[config.mk]
export PLATFORM = sky130hd
export DESIGN_NAME = alu_result_stage
export DESIGN_NICKNAME = d
export VERILOG_FILES = /design/src/rtl/alu_result_stage_pkg.sv /design/src/rtl/alu_result_stage_flag_calc.sv /design/src/rtl/alu_result_stage.sv
export SDC_FILE = /design/constraint.sdc
export NUM_CORES = 1
export LEC_CHECK = 0
export ABC_AREA = 1
export ABC_CLOCK_PERIOD_IN_PS = 1400
export BUFFER_PORTS_ARGS = -buffer_cell sky130_fd_sc_hd__clkbuf_2
export CAP_MARGIN = 5
export CORE_AREA = 2 2 94 96
export CTS_CLUSTER_SIZE = 28
export DETAILED_ROUTE_END_ITERATION = 6
export DIE_AREA = 0 0 96 98
export PLACE_DENSITY = 0.72
export SLEW_MARGIN = 25
export SYNTH_ARGS = -nofsm -noshare
export SYNTH_HDL_FRONTEND = slang
export SYNTH_SLANG_ARGS = --single-unit
[constraint.sdc]
create_clock -name clk -period 1.4 [get_ports clk]
set_input_delay 0.28 -clock clk [delete_from_list [all_inputs] [get_ports clk]]
set_output_delay 0.28 -clock clk [all_outputs]
set_load 0.01 [all_outputs]
[src/rtl/alu_result_stage_pkg.sv]
// Shared definitions for the ALU result stage: datapath width, mode encodings
// and bit positions of the stored flag vector.
package alu_result_stage_pkg;

  localparam int unsigned ALU_WIDTH = 32;

  typedef enum logic [1:0] {
    ModeAdd = 2'b00,
    ModeSub = 2'b01,
    ModeSlt = 2'b11
  } alu_mode_e;

  // Flag vector layout {carry, overflow, zero}
  localparam int unsigned FLAG_ZERO  = 0;
  localparam int unsigned FLAG_OVF   = 1;
  localparam int unsigned FLAG_CARRY = 2;
  localparam int unsigned FLAG_W     = 3;

  // ctl1=1 with ctl0=0 never comes from upstream; it is folded into SLT.
  function automatic alu_mode_e decode_mode(input logic ctl0, input logic ctl1);
    if (ctl1) return ModeSlt;
    else if (ctl0) return ModeSub;
    else return ModeAdd;
  endfunction

endpackage

[src/rtl/alu_result_stage_flag_calc.sv]
// Combinational zero and signed-overflow flags derived from the adder output
// and the operand sign bits.
module alu_flag_calc
  import alu_result_stage_pkg::*;
#(
  parameter int unsigned WIDTH = ALU_WIDTH
) (
  input  logic [WIDTH-1:0] sum,
  input  logic             a_msb,
  input  logic             b_msb,
  input  logic             ctl0,
  input  logic             ctl1,
  output logic             zero,
  output logic             overflow
);

  alu_mode_e mode;
  logic      sign_flip;

  assign mode      = decode_mode(ctl0, ctl1);
  assign zero      = ~|sum;
  assign sign_flip = sum[WIDTH-1] != a_msb;

  always_comb begin
    overflow = 1'b0;
    unique case (mode)
      ModeAdd: overflow = (a_msb == b_msb) & sign_flip;
      ModeSub: overflow = (a_msb != b_msb) & sign_flip;
      ModeSlt: overflow = 1'b0;
      default: overflow = 1'b0;
    endcase
  end

endmodule

[src/rtl/alu_result_stage.sv]
// Registered ALU output stage: 2-entry skid buffer with valid/ready handshake,
// stored flags per beat and a saturating overflow event counter.
module alu_result_stage
  import alu_result_stage_pkg::*;
#(
  parameter int unsigned WIDTH     = ALU_WIDTH,
  parameter int unsigned CNT_WIDTH = 16
) (
  input  logic                 clk,
  input  logic                 reset,
  input  logic                 in_valid,
  output logic                 in_ready,
  input  logic [WIDTH-1:0]     sum,
  input  logic                 cout_in,
  input  logic                 a_msb,
  input  logic                 b_msb,
  input  logic                 ctl0,
  input  logic                 ctl1,
  output logic                 out_valid,
  input  logic                 out_ready,
  output logic [WIDTH-1:0]     result,
  output logic                 zero,
  output logic                 overflow,
  output logic                 carry,
  output logic [CNT_WIDTH-1:0] ovf_count,
  input  logic                 ovf_clear
);

  logic              in_zero, in_ovf;
  logic [FLAG_W-1:0] in_flags;

  alu_flag_calc #(
    .WIDTH (WIDTH)
  ) u_flag_calc (
    .sum      (sum),
    .a_msb    (a_msb),
    .b_msb    (b_msb),
    .ctl0     (ctl0),
    .ctl1     (ctl1),
    .zero     (in_zero),
    .overflow (in_ovf)
  );

  always_comb begin
    in_flags             = '0;
    in_flags[FLAG_ZERO]  = in_zero;
    in_flags[FLAG_OVF]   = in_ovf;
    in_flags[FLAG_CARRY] = cout_in;
  end

  logic              main_valid_q, main_valid_d;
  logic [WIDTH-1:0]  main_data_q, main_data_d;
  logic [FLAG_W-1:0] main_flags_q, main_flags_d;
  logic              skid_valid_q, skid_valid_d;
  logic [WIDTH-1:0]  skid_data_q, skid_data_d;
  logic [FLAG_W-1:0] skid_flags_q, skid_flags_d;
  logic [CNT_WIDTH-1:0] cnt_q, cnt_d;
  logic              push, pop;

  assign in_ready = ~skid_valid_q;
  assign push     = in_valid & in_ready;
  assign pop      = main_valid_q & out_ready;

  always_comb begin
    main_valid_d = main_valid_q;
    main_data_d  = main_data_q;
    main_flags_d = main_flags_q;
    skid_valid_d = skid_valid_q;
    skid_data_d  = skid_data_q;
    skid_flags_d = skid_flags_q;
    if (skid_valid_q) begin
      // push cannot happen here since in_ready is low
      if (pop) begin
        main_data_d  = skid_data_q;
        main_flags_d = skid_flags_q;
        skid_valid_d = 1'b0;
      end
    end else if (push) begin
      if (!main_valid_q || pop) begin
        main_valid_d = 1'b1;
        main_data_d  = sum;
        main_flags_d = in_flags;
      end else begin
        skid_valid_d = 1'b1;
        skid_data_d  = sum;
        skid_flags_d = in_flags;
      end
    end else if (pop) begin
      main_valid_d = 1'b0;
    end
  end

  always_comb begin
    cnt_d = cnt_q;
    if (ovf_clear) begin
      cnt_d = '0;
    end else if (push && in_flags[FLAG_OVF] && (cnt_q != '1)) begin
      cnt_d = cnt_q + CNT_WIDTH'(1);
    end
  end

  always_ff @(posedge clk) begin
    if (reset) begin
      main_valid_q <= 1'b0;
      main_data_q  <= '0;
      main_flags_q <= '0;
      skid_valid_q <= 1'b0;
      skid_data_q  <= '0;
      skid_flags_q <= '0;
      cnt_q        <= '0;
    end else begin
      main_valid_q <= main_valid_d;
      main_data_q  <= main_data_d;
      main_flags_q <= main_flags_d;
      skid_valid_q <= skid_valid_d;
      skid_data_q  <= skid_data_d;
      skid_flags_q <= skid_flags_d;
      cnt_q        <= cnt_d;
    end
  end

  assign out_valid = main_valid_q;
  assign result    = main_data_q;
  assign zero      = main_flags_q[FLAG_ZERO];
  assign overflow  = main_flags_q[FLAG_OVF];
  assign carry     = main_flags_q[FLAG_CARRY];
  assign ovf_count = cnt_q;

endmodule

======== Word-level counts from Yosys, hierarchy flattened ========
Cells that the tools add are included.
cells by class
  add/sub/neg operators ................... 1
  mux-type cells .......................... 18
  reductions and logical operators ........ 14
  bitwise gates (word level) .............. 6
  equality and inequality tests ........... 7
operators with widths
  kind                                           number
  2-to-1 mux 32 bit                              4
  OR reduction 32 bit                            1
  adder 16 x 1 -> 16 bit, second input constant  1
  != test 16 bit, second input constant          1
  2-to-1 mux 3 bit                               4
  AND reduction 3 bit                            3
  2-to-1 mux 1 bit                               8
  nonzero test 2 bit                             3
  bitwise AND 1 bit                              4
  != test 2 x 1 -> 1 bit, second input constant  2
  == test 2 x 1 -> 1 bit, second input constant  1
  logical AND 1 bit                              2
  logical NOT 1 bit                              2
  logical NOT 2 bit                              1
  2-to-1 mux 2 bit                               1
  != test 1 bit                                  2
  inverter 1 bit                                 2
  one-hot mux 1 bit (2 select lines)             1
  OR reduction 2 bit                             1
  == test 1 bit                                  1
  logical OR 1 bit                               1
storage, ports and cells
  word-level logic and storage cells ...... 53
  bits in registers ....................... 88

======== Logic depth before layout (Yosys ltp) ========
Gate-level depths: netlist of the first run.
  word-level depth ........................ 7
  gate-level depth with buffers ........... 10

======== By module ========
From an unflattened synthesis of the first run, not the netlist that was laid out.
unflattened totals
  cells, all modules ...................... 599
  area total of the unflattened synthesis .. 3982.6 um^2
modules (own cells, without submodules)
  module            sequential area each (um^2)  instances  cells an instance  area each (um^2)
  alu_result_stage  1761.7                       1          559                3822.4
  alu_flag_calc     0.0                          1          40                 160.2

======== Worst setup path after synthesis of the first run ========
Ideal clock, no wire load.
  path type ............................... register -> register
  from .................................... register cnt_q[0] (netlist: ovf_count[0])
  to ...................................... register cnt_q[6] (netlist: ovf_count[6])
  slack ................................... -132 ps
  required time ........................... 1268 ps
  path buffers ............................ 1
  library setup time ...................... 132 ps
  stages on the path, launching flop included .. 10
  arrival ................................. 1400 ps
  cells stage by stage .................... dfxtp_1 ha_1 nand2_1 nor2_2 nand2_2 nor2_8 nor2_4 buf_6 nand2_1 a21oi_1
on the way
  longest elaborated chain between the ends .. 2
  elaborated cells on any way between the ends .. 3
  classes of those cells .................. add/sub: 1; eq/ne: 1; reduce/logical: 1
ends and longest elaborated chain
  what                                                                            RTL line                 source
  start: declaration                                                              alu_result_stage.sv:57   logic [CNT_WIDTH-1:0] cnt_q, cnt_d;
  start signal: assignment                                                        alu_result_stage.sv:118  cnt_q <= cnt_d;
  parallel branches: the longest is 2 deep, another holds adder 16 x 1 -> 16 bit  n/a
Parallel ways; which one is timed is not known.
A chain may end at the register's enable or synchronous reset.

======== Worst setup path after layout of the first run ========
  from .................................... register cnt_q[1] (netlist: ovf_count[1])
  to ...................................... register cnt_q[0] (netlist: ovf_count[0])
on the way
  longest elaborated chain between the ends .. 2
ends and longest elaborated chain
  what               RTL line                source
  != test 16 bit     alu_result_stage.sv:97  end else if (push && in_flags[FLAG_OVF] && (cnt_q != '1)) begin
  logical AND 1 bit  alu_result_stage.sv:97
Every way passes these cells.

==> metrics, run 1 <==
CP max FO 7; PortBufs 94; cell area power density 992 nW/um2; failing checks setup timing; top cell family by delay on the critical path simple AND/OR/NAND/NOR gates; combinational share of power 14.0%; CP Capture Type register; setup ws final -0.0273 ns; Required @ worst endpoint 1.64 ns; DRC viols 0; routability cong. 0.869; initial antenna violation count 0; leakage dissipation 2.38 nW; ANT cells 0; period utilisation layout 102%; # IOs 95; Hold WC Path Type in2reg; first drt pass iteration count 4; Max VDD drop 0.578 mV; RSZ-0062 raised after global routing yes; Synth area leader dfxtp_1; final instance count without filler cells 772; Fin Setup TNS -0.0273 ns; Inserted Clock Buffers 9; largest net degree at the start of global routing 42; antenna viol nets, final 0; CTS Sinks 88; htree depth 3; EDFF count, synth 0; CP peak stage delay 0.36 ns; sequential share of power 52.1%; Max-Cap Viols 0; starting density of the core 46.5%; Net Count, Synth 580; commonest non-fill, non-tap cell in the layout nand2_1; sw power 1.41 mW; share of total power in the clock network 33.8%; DR WL/cell 13.8 um; CP bufs+invs 2; vias in the first global route 3549; status finished, violations left; worst slack at placement -0.0559 ns; max frequency 701 MHz; P&R area growth vs syn 32.9%; Critical Path Start Type register; Die W 96 um; hold_buf cts 0; most frequent cells in the layout nand2_1 (111), clkbuf_2 (94), dfxtp_1 (82); Cell variety after synth 26; FF+latch count, synth 88; sequential share of the synthesized area 44.7%; Fin. Hold Viols 0; vias 4042; most used cell, CP nand2_4; CTS tree built; WL final 10700 um; vias per inst 5.24; Yosys top cell area share 44.7%; clock slew at reported path FFs 0.09 ns; critical path arrival 1.67 ns; Clock Tree Buf Depth 2; clock root cell clkbuf_8; Post-Synthesis Cells 537; Hold WS 0.140 ns; share of post-route cells with drive strength above 1 31.0%; worst-skew pair later-pin latency 0.35 ns; fillers 748; final-stage net count 702; Die ar. 9410 um2; Switching Share 27.2%; Slowest-stage cell, CP dfxtp_4; top cells by area, synth dfxtp_1 (45%), nand2_1 (11%), o21ai_0 (9.3%), a21oi_1 (6.2%), a31oi_1 (5.2%); Worst-Margin Slew 0.435 ns; Placeable Area 8470 um2; placed insts 742; total gr overflow 0; Final Setup Violations 1; Final Skew 0.0119 ns; Site Rows 34; Post-Syn Area 3940 um2; Pint 3.78 mW; first-pass GRT wire length 16000 um; crit path kind reg2reg; Slew Viols, Final 0; Most used DFF post-synth dfxtp_1; async set-or-reset flop fraction in the synthesized netlist 0%; minimum clock period 1.43 ns; die height 98 um; hpwl dp 6720 um; Max transition margin 71.0%; worst path cell trace ha_4, nand2_4, nor2_4, nand2_4, nor2_8, buf_8, buf_6, nor3_1, nor2_1; syn_area_per_cell 7.33 um2; Initial DRC Count 212; Ys Warns 0; GRT Resource Usage Total 21.2%
==> through the flow <==
step                      util [%]  total power, mW  cell area (um2)
after floorplan                  -             3.15             3960
final                         61.8             5.19             5240
after global placement        55.3             3.39             4680
after CTS                     57.8             5.15             4890
after detailed placement      55.3             3.41             4680
after global routing          61.8             5.43             5240
==> power by group through the flow <==
stage               logic, mW  registers [mW]  clock network (mW)
floorplan               0.350            2.80                   0
global placement        0.631            2.76                   0
detailed placement      0.643            2.76                   0
CTS                     0.648            2.71                1.80
global route            0.800            2.72                1.90
finish                  0.728            2.71                1.76
==> cell families (layout without fill, tap and decap cells) <==
logic type / after synthesis / after routing / share of synthesized area (%)
AOI/OAI and AO/OA: 171 / 171 / 22.9
xor gates and xnor gates: 10 / 10 / 2.22
adders and majority gates: 1 / 1 / 0.318
buffers and inverters: 86 / 213 / 10.4
DFF: 88 / 88 / 44.7
and+or+nand+nor: 181 / 181 / 19.4
==> state kept, by name, indices dropped and copies added (netlist names) <==
register	cells
ovf_count	16
result	32
skid_flags_q	3
main_flags_q	3
out_valid	1
skid_valid_q	1
skid_data_q	32
==> path summary, 6_finish.rpt <==
kind	startpoint	end	slack, ns	depth (start not counted)
max	ovf_count[1]	ovf_count[0]	-0.03	9
max reg2reg	ovf_count[1]	ovf_count[0]	-0.03	9
min reg2reg	skid_flags_q[2]	main_flags_q[2]	0.46	2
min	reset	skid_valid_q	0.14	2
==> layer usage <==
metal	wire (um)	share of wire [%]	global-route usage, %	vias up
met3	675	6.3	4.09	18
li1	-	-	-	2031
met4	212	2.0	7.91	0
met2	5070	48	33.3	125
met1	4700	44	28.7	1868
met5	0	0	0	-
==> synthesized netlist by cell type (5+ instances only) <==
cell	number
clkbuf_1	16
o21ai_0	73
dfxtp_1	88
inv_1	49
buf_6	9
xor2_1	7
nand2_1	115
o21ai_1	15
nand4_1	11
a31oi_1	33
nand3_1	8
a21oi_1	49
nor2_1	38
buf_2	5
==> area by class of cell <==
| cell class | instances | area (um2) | area share (%) |
|---|---|---|---|
| clock buffers | 10 | 128 | 2.44 |
| clock inverters | 6 | 67.6 | 1.29 |
| inverters | 53 | 201 | 3.85 |
| multi-input cells | 363 | 1910 | 36.4 |
| flip-flops and latches | 88 | 1770 | 33.9 |
| well taps | 108 | 135 | 2.58 |
| repair buffers | 144 | 1020 | 19.5 |
==> repair_timing <==
| action | in CTS | in global routing |
|---|---|---|
| setup endpoints to repair | 16 | 86 |
| cloned | 0 | 4 |
| buffers inserted | 1 | 10 |
| pin swaps | 1 | 16 |
| gates resized for setup | 3 | 66 |
No activity file was read; power rests on OpenSTA's default activity.
==> run 2, diff against run 1 <==
--- a/config.mk
+++ b/config.mk
@@ -11,6 +11,8 @@
 export CAP_MARGIN = 5
-export CORE_AREA = 2 2 94 96
+export CELL_PAD_IN_SITES_DETAIL_PLACEMENT = 0
+export CELL_PAD_IN_SITES_GLOBAL_PLACEMENT = 1
+export CORE_AREA = 2 2 111 113
 export CTS_CLUSTER_SIZE = 28
 export DETAILED_ROUTE_END_ITERATION = 6
-export DIE_AREA = 0 0 96 98
+export DIE_AREA = 0 0 113 115
 export PLACE_DENSITY = 0.72
==> constraint.sdc (replaced) <==
create_clock -name clk -period 1.4 [get_ports clk]
set_input_delay 0.07 -clock clk [delete_from_list [all_inputs] [get_ports clk]]
set_output_delay 0.07 -clock clk [all_outputs]
set_load 0.01 [all_outputs]
==> metrics, run 2 (synthesized netlist as in run 1, its figures left out) <==
most frequent cells in the layout nand2_1 (110), clkbuf_2 (93), dfxtp_1 (82); Max transition margin 67.0%; cell area power density 1050 nW/um2; placed insts 781; GRT Resource Usage Total 17.2%; total power draw 5.91 mW; total gr overflow 0; Final Setup Violations 0; final-stage net count 728; htree depth 3; Fin. Hold Viols 0; Clock Tree Buf Depth 2; CP max FO 9; Die ar. 13000 um2; r2r endpoint ovf_count[9]; routability cong. 0.810; die height 115 um; Required @ worst endpoint 1.61 ns; Reg2Reg Depth 9; Final Skew 0.00928 ns; leakage dissipation 2.55 nW; worst path cell trace ha_4, nand2_4, nor2_4, nand2_4, nor2_8, nor2_4, buf_12, nand2_1, a21oi_1; Die W 113 um; Critical Path Start Type register; PortBufs 94; failing checks DRC; first drt pass iteration count 6; Worst Hold Path Cells 3; Hold Path Sink result[27]; max frequency 743 MHz; Max VDD drop 0.492 mV; CP peak stage delay 0.36 ns; WL final 11700 um; first-pass GRT wire length 17900 um; clock slew at reported path FFs 0.07 ns; critical register-to-register path startpoint ovf_count[1]; DRC viols 9; initial antenna violation count 0; worst slack at placement -0.0526 ns; final instance count without filler cells 837; critical path arrival 1.55 ns; Initial DRC Count 234; Max-Cap Viols 0; vias in the first global route 3812; status finished, violations left; share of post-route cells with drive strength above 1 27.2%; crit path kind reg2reg; R2R Setup Slk 0.05 ns; period utilisation layout 96.1%; Slowest-stage cell, CP dfxtp_4; Hold Crit Start sum[27]; post-layout instance area 5650 um2; Hold WC Path Type in2reg; vias 4068; hpwl dp 7380 um; clock root cell clkbuf_16; Slew Viols, Final 0; P&R area growth vs syn 43.5%; worst-skew pair later-pin latency 0.35 ns; Worst-Margin Slew 0.495 ns; setup ws final 0.0544 ns; largest net degree at the start of global routing 54; vias per inst 4.86; fillers 1178; CTS tree built; commonest non-fill, non-tap cell in the layout nand2_1; antenna viol nets, final 0; Inserted Clock Buffers 9; Placeable Area 11800 um2; CP Capture Type register; CTS Sinks 88; Site Rows 40; placed cell area 4740 um2; # IOs 95; DR WL/cell 14.0 um; RSZ-0062 raised after global routing yes; post-layout util 47.8%; starting density of the core 33.3%; minimum clock period 1.35 ns; ANT cells 0
[run 2: changes by cell type in the layout (fill, tap and decap cells not counted), moves of 7 or more]
cell / before / now
o21ai_2: 13 / 3
o21ai_0: 58 / 51
dlygate4sd3_1: 0 / 32
clkbuf_16: 3 / 15
clkbuf_8: 9 / 2
o21ai_1: 18 / 34
[run 2: worst max-delay path: cells and delay by family, from the launching register on]
family | cells | cell delay [ns]
adder cells (fa/ha/maj) | 1 | 0.15
flip-flops | 1 | 0.36
AND/OR/NAND/NOR | 6 | 0.50
buffers and inverters | 1 | 0.13
AO/OA/AOI/OAI | 1 | 0.06
[run 2: layout make-up]
cell class / count / area (um2) / area share, %
multi-input cells: 363 / 1880 / 33.2
flip-flops and latches: 88 / 1770 / 31.4
repair buffers: 170 / 1320 / 23.4
well taps: 147 / 184 / 3.26
clock buffers: 13 / 260 / 4.61
inverters: 53 / 211 / 3.74
clock inverters: 3 / 25.0 / 0.443
[run 2: stage by stage]
stage	setup TNS (ns)	hold WS [ns]
after floorplan	0	0.139
after global placement	-0.0198	0.306
after detailed placement	-0.468	0.306
after CTS	0	0.00718
after global routing	-0.127	0.0332
final	0	0.0200
[run 2: metal layers]
metal | track usage [%] | routed length, um | vias up
met4 | 7.24 | 195 | 0
met3 | 3.32 | 501 | 14
met2 | 28.2 | 5530 | 88
met5 | 0 | 0 | -
li1 | - | - | 2085
met1 | 22.2 | 5520 | 1881
[run 2: how the worst max path moves through the flow]
stage	depth (start not counted)	to	slack [ns]	from
3_3_place_gp	9	ovf_count[1]	-0.01	ovf_count[0]
5_1_grt	9	ovf_count[15]	-0.03	ovf_count[0]
2_1_floorplan	9	ovf_count[6]	0.002	ovf_count[0]
3_5_place_dp	8	ovf_count[11]	-0.05	ovf_count[0]
6_report	9	ovf_count[9]	0.05	ovf_count[1]
4_1_cts	9	ovf_count[0]	0.0004	ovf_count[0]
[run 2: repair_timing]
item / CTS / global route
gates resized for setup: 6 / 55
hold buffers: 33 / 0
endpoints found under the hold margin: 64 / 0
setup buffers: 0 / 2
setup endpoints to repair: 15 / 58
gates cloned: 0 / 6
pin swaps: 3 / 10
[run 2: power breakdown]
part	internal [mW]	leakage, nW	switching [mW]
clock	1.31	0.136	1.02
sequential	2.64	0.724	0.0709
combinational	0.402	1.69	0.461
total	4.35	2.55	1.56
==> run 3, diff against run 2 <==
CORE_AREA = 2 2 117 108   (was 2 2 111 113)
DIE_AREA = 0 0 119 110   (was 0 0 113 115)
TNS_END_PERCENT = 1   (was not set)
==> metrics, run 3 (synthesized netlist as in run 1, its figures left out) <==
Die ar. 13100 um2; first drt pass iteration count 7; GRT Resource Usage Total 16.9%; total gr overflow 0; Inserted Clock Buffers 9; final-stage net count 726; CTS Sinks 88; share of total power in the clock network 46.1%; Max transition margin 68.6%; htree depth 3; Worst-Margin Slew 0.471 ns; # IOs 95; cell area power density 1130 nW/um2; routability cong. 0.735; ANT cells 0; Fin. Hold Viols 0; WL final 11300 um; Clock Tree Buf Depth 2; minimum clock period 1.37 ns; Hold WC Path Type in2reg; placed insts 792; Max-Cap Viols 0; post-layout instance area 5680 um2; P&R area growth vs syn 44.2%; max frequency 732 MHz; vias 4028; PortBufs 94; Initial DRC Count 229; Most Used Layer, Global Route met2; hpwl dp 7240 um; first-pass GRT wire length 17700 um; placed cell area 4730 um2; sw power 1.49 mW; Die W 119 um; die height 110 um; Switching Share 23.1%; sequential share of power 42.1%; Placeable Area 11800 um2; Pint 4.95 mW; RSZ-0062 raised after global routing yes; status complete, no violations; DRC viols 0; combinational share of power 11.8%; final instance count without filler cells 848; clock root cell clkbuf_16; leakage dissipation 2.56 nW; period utilisation layout 97.5%; worst-skew pair later-pin latency 0.35 ns; DR WL/cell 13.4 um; total power draw 6.44 mW; CTS tree built; most frequent cells in the layout nand2_1 (110), clkbuf_2 (93), dfxtp_1 (83); Required @ worst endpoint 1.68 ns; share of post-route cells with drive strength above 1 27.2%; CP Capture Type register; Worst Hold Path Cells 3; largest net degree at the start of global routing 72; Final Setup Violations 0; antenna viol nets, final 0; GR Util met1 20.6%; Critical Path Start Type register; vias in the first global route 3823; Max VDD drop 0.611 mV; Site Rows 38; Slew Viols, Final 0; initial antenna violation count 0; critical path arrival 1.64 ns; crit path kind reg2reg; GR Layer Usage met2 28.8%; CP max FO 15; starting density of the core 33.3%; commonest non-fill, non-tap cell in the layout nand2_1; M3 GR Usage 5.04%; fillers 1202; Reg2Reg Depth 8; Final Skew 0.00889 ns; vias per inst 4.75; clock slew at reported path FFs 0.06 ns
-- run 3: changes by cell type in the layout (fill, tap and decap cells not counted), sizes merged --
cell | before | now
clkinv | 3 | 2
clkinvlp | 1 | 0
inv | 52 | 53
clkbuf | 112 | 106
bufinv | 0 | 4
buf | 38 | 39
-- run 3: stage by stage --
| step | util (%) | setup TNS [ns] | setup slack (ns) | hold slack (ns) |
|---|---|---|---|---|
| after CTS | 46.1 | 0 | 0.000576 | 0.00844 |
| after floorplan | - | 0 | 0.00169 | 0.139 |
| after global routing | 48.0 | -0.511 | -0.0676 | 0.0326 |
| final | 48.0 | 0 | 0.0343 | 0.0256 |
| after global placement | 40.0 | 0 | 0.00246 | 0.292 |
| after detailed placement | 40.0 | -0.0902 | -0.0385 | 0.290 |
-- run 3: worst paths after layout --
kind	start	endpoint	slack, ns
worst max-delay path	ovf_count[0]	ovf_count[3]	0.03
worst min-delay path	sum[27]	skid_data_q[27]	0.03
worst max register to register	ovf_count[0]	ovf_count[3]	0.03
worst min register to register	skid_data_q[26]	result[26]	0.47
-- run 3: cell type report --
class                   instances  area [um2]  share of cell area (%)
multi-input cells             363        1870                    32.8
repair buffers                168        1270                    22.4
flip-flops and latches         88        1770                    31.2
well taps                     160         200                    3.52
clock inverters                 6         130                    2.29
inverters                      53         201                    3.55
clock buffers                  10         239                    4.21
-- run 3: routing by layer --
metal,vias to the layer above,share of wire (%)
met4,0,1.5
li1,2086,-
met1,1841,48
met3,14,5.0
met2,87,46
met5,-,0
-- run 3: power groups by stage --
stage | Sequential (mW) | Combinational [mW] | Clock (mW)
3_5_place_dp | 2.76 | 0.648 | 0
2_1_floorplan | 2.80 | 0.350 | 0
4_1_cts | 2.71 | 0.726 | 3.05
6_report | 2.71 | 0.763 | 2.97
5_1_grt | 2.72 | 0.852 | 3.13
3_3_place_gp | 2.76 | 0.640 | 0
-- run 3: critical path, cell delays in order (launching register included) --
cell and delay, ns:
dfxtp_4 0.37, ha_4 0.15, nand2_4 0.06, nor2_4 0.14
nand2_4 0.08, nor2_8 0.12, buf_12 0.15, o21ai_0 0.11
a21oi_1 0.12
-- run 3: what timing repair did --
item,CTS,global route
pin swaps,2,7
hold buffers,33,0
endpoints found under the setup margin,16,76
buffers inserted,0,2
hold endpoints to repair,63,0
gates cloned,0,6
resized for setup,9,47
